--- src/rtl/w_bank_loader_pkg.sv ---
// w_bank_loader_pkg: shared types, tag field widths and width helper for the weight bank loader
package w_bank_loader_pkg;

    // Tag field capacities; they bound the largest MAX_ROWS / MAX_COLS / NUM_SETS the loader supports
    localparam int WBL_ROW_W = 16;
    localparam int WBL_COL_W = 16;
    localparam int WBL_SET_W = 8;

    typedef enum logic [1:0] {
        WBL_IDLE,
        WBL_ISSUE,
        WBL_DRAIN,
        WBL_DONE
    } wbl_state_e;

    typedef struct packed {
        logic                 valid;
        logic [WBL_ROW_W-1:0] row;
        logic [WBL_COL_W-1:0] col;
    } wbl_tag_t;

    // Index width for n entries, never narrower than one bit
    function automatic int wbl_w(input int n);
        return (n > 1) ? $clog2(n) : 1;
    endfunction

endpackage

--- src/rtl/w_bank_loader_bram.sv ---
// BRAM: simple dual-port memory, one write port and one read port with 0..N cycles of read latency
module BRAM #(
    parameter int DATA_WIDTH  = 8,
    parameter int DEPTH       = 16,
    parameter int CLK_LATENCY = 0,
    parameter int ADDR_W      = (DEPTH > 1) ? $clog2(DEPTH) : 1
) (
    input  logic                  clk,
    input  logic                  we_i,
    input  logic [ADDR_W-1:0]     waddr_i,
    input  logic [DATA_WIDTH-1:0] wdata_i,
    input  logic [ADDR_W-1:0]     raddr_i,
    output logic [DATA_WIDTH-1:0] rdata_o
);

    logic [DATA_WIDTH-1:0] mem_q [DEPTH];

    // Storage write; contents are deliberately not reset
    always_ff @(posedge clk) begin
        if (we_i) mem_q[waddr_i] <= wdata_i;
    end

    generate
        if (CLK_LATENCY == 0) begin : g_comb
            assign rdata_o = mem_q[raddr_i];
        end else begin : g_pipe
            logic [DATA_WIDTH-1:0] pipe_q [CLK_LATENCY];
            // Read pipeline delaying the array output by CLK_LATENCY cycles
            always_ff @(posedge clk) begin
                pipe_q[0] <= mem_q[raddr_i];
                for (int i = 1; i < CLK_LATENCY; i++) pipe_q[i] <= pipe_q[i-1];
            end
            assign rdata_o = pipe_q[CLK_LATENCY-1];
        end
    endgenerate

endmodule

--- src/rtl/w_bank_loader.sv ---
// w_bank_loader: scatters a row-major weight matrix from the weight BRAM into double-buffered column banks
module w_bank_loader
    import w_bank_loader_pkg::*;
#(
    parameter int DATA_WIDTH = 8,
    parameter int MAX_ROWS   = 16,
    parameter int MAX_COLS   = 16,
    parameter int NUM_SETS   = 2,
    parameter int SRC_ADDR_W = 12,
    parameter int RD_LATENCY = 1
) (
    input  logic                                   clk,
    input  logic                                   rst_n,
    input  logic                                   load_valid_i,
    output logic                                   load_ready_o,
    input  logic [$clog2(MAX_ROWS+1)-1:0]          cfg_rows_i,
    input  logic [$clog2(MAX_COLS+1)-1:0]          cfg_cols_i,
    input  logic [SRC_ADDR_W-1:0]                  cfg_base_i,
    input  logic [wbl_w(NUM_SETS)-1:0]             cfg_set_i,
    output logic                                   busy_o,
    output logic                                   done_o,
    output logic                                   err_o,
    output logic [NUM_SETS-1:0]                    set_valid_o,
    output logic                                   src_en_o,
    output logic [SRC_ADDR_W-1:0]                  src_addr_o,
    input  logic [DATA_WIDTH-1:0]                  src_dout_i,
    input  logic [wbl_w(NUM_SETS)-1:0]             rd_set_i,
    input  logic [MAX_COLS*wbl_w(MAX_ROWS)-1:0]    rd_addr_i,
    output logic [MAX_COLS*DATA_WIDTH-1:0]         rd_dout_o
);

    localparam int RW  = wbl_w(MAX_ROWS);
    localparam int SW  = wbl_w(NUM_SETS);
    localparam int CRW = $clog2(MAX_ROWS+1);
    localparam int CCW = $clog2(MAX_COLS+1);

    wbl_state_e            state_q;
    logic [CRW-1:0]        rows_q, r_q;
    logic [CCW-1:0]        cols_q, c_q;
    logic [SRC_ADDR_W-1:0] addr_q;
    logic [SW-1:0]         set_q;
    logic [1:0]            dc_q;
    logic [NUM_SETS-1:0]   sv_q;
    logic                  err_q;
    wbl_tag_t              tag_q [RD_LATENCY];
    wbl_tag_t              tag_d, wr_tag;
    logic                  cfg_ok, last_k, col_wrap;
    logic [DATA_WIDTH-1:0] bank_dout [NUM_SETS][MAX_COLS];

    assign cfg_ok = (cfg_rows_i != '0) && (cfg_rows_i <= CRW'(MAX_ROWS))
                 && (cfg_cols_i != '0) && (cfg_cols_i <= CCW'(MAX_COLS))
                 && ({1'b0, cfg_set_i} < (SW+1)'(NUM_SETS));
    assign col_wrap = (c_q == cols_q - 1'b1);
    assign last_k   = col_wrap && (r_q == rows_q - 1'b1);

    // Control FSM: accepts/rejects requests, walks the matrix column-first, drains the read pipe
    always_ff @(posedge clk or negedge rst_n) begin
        if (!rst_n) begin
            state_q <= WBL_IDLE;
            rows_q  <= '0;
            cols_q  <= '0;
            r_q     <= '0;
            c_q     <= '0;
            addr_q  <= '0;
            set_q   <= '0;
            dc_q    <= '0;
            sv_q    <= '0;
            err_q   <= 1'b0;
        end else begin
            err_q <= 1'b0;
            case (state_q)
                WBL_IDLE: begin
                    if (load_valid_i && cfg_ok) begin
                        rows_q           <= cfg_rows_i;
                        cols_q           <= cfg_cols_i;
                        addr_q           <= cfg_base_i;
                        set_q            <= cfg_set_i;
                        r_q              <= '0;
                        c_q              <= '0;
                        sv_q[cfg_set_i]  <= 1'b0;
                        state_q          <= WBL_ISSUE;
                    end else if (load_valid_i) begin
                        err_q <= 1'b1;
                    end
                end
                WBL_ISSUE: begin
                    addr_q <= addr_q + 1'b1;
                    c_q    <= col_wrap ? '0 : c_q + 1'b1;
                    r_q    <= col_wrap ? r_q + 1'b1 : r_q;
                    if (last_k) begin
                        dc_q    <= '0;
                        state_q <= WBL_DRAIN;
                    end
                end
                WBL_DRAIN: begin
                    dc_q <= dc_q + 1'b1;
                    if (dc_q == 2'(RD_LATENCY-1)) state_q <= WBL_DONE;
                end
                WBL_DONE: begin
                    sv_q[set_q] <= 1'b1;
                    state_q     <= WBL_IDLE;
                end
                default: state_q <= WBL_IDLE;
            endcase
        end
    end

    assign tag_d = '{valid: (state_q == WBL_ISSUE), row: WBL_ROW_W'(r_q), col: WBL_COL_W'(c_q)};
    assign wr_tag = tag_q[RD_LATENCY-1];

    // Tag pipe matching the source read latency, so each returning word knows its (row, col)
    always_ff @(posedge clk or negedge rst_n) begin
        if (!rst_n) begin
            for (int i = 0; i < RD_LATENCY; i++) tag_q[i] <= '0;
        end else begin
            tag_q[0] <= tag_d;
            for (int i = 1; i < RD_LATENCY; i++) tag_q[i] <= tag_q[i-1];
        end
    end

    genvar s, c;
    generate
        for (s = 0; s < NUM_SETS; s++) begin : g_set
            for (c = 0; c < MAX_COLS; c++) begin : g_col
                BRAM #(
                    .DATA_WIDTH (DATA_WIDTH),
                    .DEPTH      (MAX_ROWS),
                    .CLK_LATENCY(0),
                    .ADDR_W     (RW)
                ) u_bank (
                    .clk    (clk),
                    .we_i   (wr_tag.valid && (wr_tag.col == WBL_COL_W'(c)) && (set_q == SW'(s))
                             && (wr_tag.row < WBL_ROW_W'(MAX_ROWS))),
                    .waddr_i(wr_tag.row[RW-1:0]),
                    .wdata_i(src_dout_i),
                    .raddr_i(rd_addr_i[c*RW +: RW]),
                    .rdata_o(bank_dout[s][c])
                );
            end
        end
        for (c = 0; c < MAX_COLS; c++) begin : g_rd
            assign rd_dout_o[c*DATA_WIDTH +: DATA_WIDTH] = bank_dout[rd_set_i][c];
        end
    endgenerate

    assign load_ready_o = (state_q == WBL_IDLE);
    assign busy_o       = (state_q != WBL_IDLE);
    assign done_o       = (state_q == WBL_DONE);
    assign err_o        = err_q;
    assign set_valid_o  = sv_q;
    assign src_en_o     = (state_q == WBL_ISSUE);
    assign src_addr_o   = addr_q;

endmodule

--- config.mk ---
export PLATFORM = sky130hd
export DESIGN_NAME = w_bank_loader
export DESIGN_NICKNAME = d
export VERILOG_FILES = /design/src/rtl/w_bank_loader_pkg.sv /design/src/rtl/w_bank_loader_bram.sv /design/src/rtl/w_bank_loader.sv
export SDC_FILE = /design/constraint.sdc
export NUM_CORES = 2
export LEC_CHECK = 0
export ABC_AREA = 0
export CAP_MARGIN = 0
export CORE_MARGIN = 2
export CORE_UTILIZATION = 35
export CTS_CLUSTER_DIAMETER = 200
export DETAILED_ROUTE_END_ITERATION = 8
export HOLD_SLACK_MARGIN = 0.15
export PLACE_DENSITY = 0.46
export SYNTH_ARGS = -nofsm -noshare
export SYNTH_HDL_FRONTEND = slang
export SYNTH_SLANG_ARGS = --single-unit
--- constraint.sdc ---
create_clock -name clk -period 5.2 [get_ports clk]
set_input_delay 1.04 -clock clk [delete_from_list [all_inputs] [get_ports clk]]
set_output_delay 1.04 -clock clk [all_outputs]
set_load 0.01 [all_outputs]
==> key figures <==
Global route
  – Met1 Track Usage GR: 25.4%
  – Total track usage: 17.8%
  – GRT busiest layer: met2
  – Vias in the first global route: 76407
  – Global route overflow: 0
  – Initial antenna violation count: 36
  – Grt met3 use: 2.90%
  – Largest net degree at the start of global routing: 189
  – First-pass GRT wire length: 593 mm
  – Met2 GRT Util: 29.2%

STA
  – Period utilization: 90.1%
  – Fmax: 213 MHz
  – Crit path time final: 4.68 ns
  – RSZ-0062 raised after global routing: no
  – Endpoints failing hold: 0
  – Slew Limit Fails: 0
  – Clock Skew: 0.0387 ns
  – Total negative slack: 0 ns
  – Rel. slew slack: 13.7%
  – Setup violations, final: 0
  – Worst-margin pin slew: 1.29 ns
  – Post-route setup slack: 0.515 ns

Worst hold path
  – Hold path depth: 0
  – Hold EP: tag_q[4]$_DFF_PN0_
  – Hold Path Class: register to register
  – Hold wc startpoint: c_q[4]$_DFFE_PN0P_

Final layout
  – Fraction of layout cells with a size suffix above 1: 31.2%
  – Area delta synth->final: 16.2%
  – Final nets: 7464
  – Final Util: 40.8%
  – Non-filler instance count after layout: 13740

CTS
  – CTS Buf Count: 441
  – Clock Latency Late Sink: 0.97 ns
  – Htree depth: 5
  – CTS tree: done
  – # clock sinks: 4147
  – CTS max path bufs: 4
  – Clock root buffer: clkbuf_16
  – CTS clk-pin slew, worst paths: 0.06 ns
  – CTS resizes: 0

Logic synthesis
  – Flops & latches, synth: 4147
  – Most common cell in the netlist: edfxtp_1
  – Syn nets: 6872
  – Avg Cell Area, Syn: 23.7 sq um
  – Async SR Flop Fraction: 1.23%
  – Synth area leaders: edfxtp_1 (77%), mux4_2 (18%), nor2_1 (1.2%)
  – Netlist Area Pre-Place: 160000 sq um
  – Most area-hungry cell type in the Yosys netlist: edfxtp_1
  – Synth top area share: 76.7%
  – Synth warn: 0
  – Synth top cells by count: edfxtp_1 (4096), mux4_2 (1280), nor2_1 (530), clkbuf_1 (148), mux2_2 (138)
  – Cells after synthesis: 6763
  – Seq/Total Area, Yosys: 77.5%
  – Number of synthesized flops with an enable pin: 4096
  – Main synth FF type: edfxtp_1
  – Yosys cell types: 58

Placement
  – HPWL Detailed: 251 mm
  – Gp weighted congestion: 0.749
  – Pre-CTS WS: 0.509 ns
  – Port bufs: 245
  – Placed insts: 12911

Floorplan
  – Die area: 463000 sq um
  – Starting Density: 35.1%
  – Die Y: 681 um
  – Core area: 456000 sq um
  – # rows: 248
  – Die Width: 681 um
  – Io pins: 246

Critical path
  – RR Startpoint: set_q$_DFFE_PN0P_
  – Worst EP arrival: 3.64 ns
  – Cell count of the worst reg-to-reg path: 4
  – Max FO, Critical Path: 16
  – CP required: 4.16 ns
  – Crit Path Class: input pin to output pin
  – Critical Path Start Type: input pin
  – RR Endpoint: g_set[1].g_col[10].u_bank.mem_q[5][5]$_DFFE_PP_
  – R2r setup slk: 1.39 ns
  – Kind of end point of the critical path: output pin

Detailed routing
  – DR vias/cell: 5.26
  – Via count: 72313
  – Post-route antenna net violation count: 0
  – Iteration-0 DRC Markers: 6581
  – DRC Markers: 0
  – DRT Pass-1 Iters: 5
  – Final Routed Wirelength: 417 mm
  – Mean routed wirelength per cell: 30.3 um

Pwr
  – Power Dens Cells: 400 nW/um^2
  – Final Power: 74.5 mW
  – Worst vdd ir: 315 uV
  – P_leak: 57.0 nW

Status
  – Outcome: finished, final reports clean

Job
  – Max Cap Viol: 0
## flip-flops by register name, summed over array words and instances, names as in the netlist, 5 cells and up
signal,flops
r_q,5
src_addr_o,12
tag_q,11
c_q,5
cols_q,5
g_set.g_col.u_bank.mem_q,4096
rows_q,5
## cell usage in the layout, fill, tap and decap left out, types with 17 or more instances in the layout
master	n
clkinvlp_4	27
buf_2	17
clkbuf_1	80
dfrtp_1	51
clkinv_1	107
nor2_1	529
buf_12	102
edfxtp_1	4096
bufinv_16	52
clkinv_2	73
clkbuf_16	446
mux2_2	138
clkdlybuf4s50_1	203
nand3_1	17
nand2_1	59
mux4_2	1280
buf_4	212
## how the worst max path moves through the flow
stage / end / startpoint / slack [ns] / depth (start not counted)
floorplan: rd_dout_o[88] / rd_addr_i[45] / 1.40 / 5
global placement: rd_dout_o[75] / rd_addr_i[36] / 0.51 / 6
detailed placement: rd_dout_o[79] / rd_addr_i[36] / 0.51 / 6
CTS: rd_dout_o[68] / rd_addr_i[33] / 0.48 / 6
global route: rd_dout_o[65] / rd_addr_i[33] / 0.41 / 6
finish: rd_dout_o[68] / rd_addr_i[33] / 0.52 / 6
## worst max-delay path: stages
cell and delay [ns]:
buf_2 0.49, buf_4 0.39, mux4_2 0.34, mux4_2 0.48
mux2_2 0.36, clkdlybuf4s50_1 0.52
## final cells by class
type	instances	area (sq um)
tap	6000	7510
fill	39609	270000
timing repair buffer	544	5890
clock inverter	289	2900
clock buffer	529	11500
sequential	4147	124000
multi-input combinational	2205	34200
inverter	16	60.1
antenna	10	25.0
## metal layers
layer | routed length (um) | vias up | share of wire, %
li1 | - | 30051 | -
met5 | 23 | - | 0.0055
met3 | 24100 | 469 | 5.8
met4 | 7990 | 4 | 1.9
met2 | 203000 | 1988 | 49
met1 | 182000 | 39801 | 44
## kinds of logic (layout without fill, tap and decap cells)
group                      Yosys count  after routing  synth area share (%)
and+or+nand+nor                    688            688                  1.74
AOI/OAI and AO/OA                   70             70                 0.318
xor gates and xnor gates            15             15                0.0820
DFF                               4147           4147                  77.5
other                                0             10                     0
buffers and inverters              411           1378                  1.28
muxes                             1422           1422                  19.0
adders and majority gates           10             10                0.0781
## per-stage QoR
stage	area, sq um	hold WS, ns
finish	186000	0.516
global route	186000	0.492
CTS	186000	0.458
detailed placement	172000	0.499
global placement	172000	0.486
floorplan	160000	0.423
## report_power, final
part	total [mW]	switching, mW	internal (mW)
sequential	37.2	0.285	37.0
clock	31.4	13.1	18.3
combinational	5.87	3.71	2.16
## repair_timing
action	4_1_cts	5_1_grt
endpoints found under the hold margin	37	0
buffers inserted	0	0
hold buffers	1	0
(Power assumes the default switching activity.)
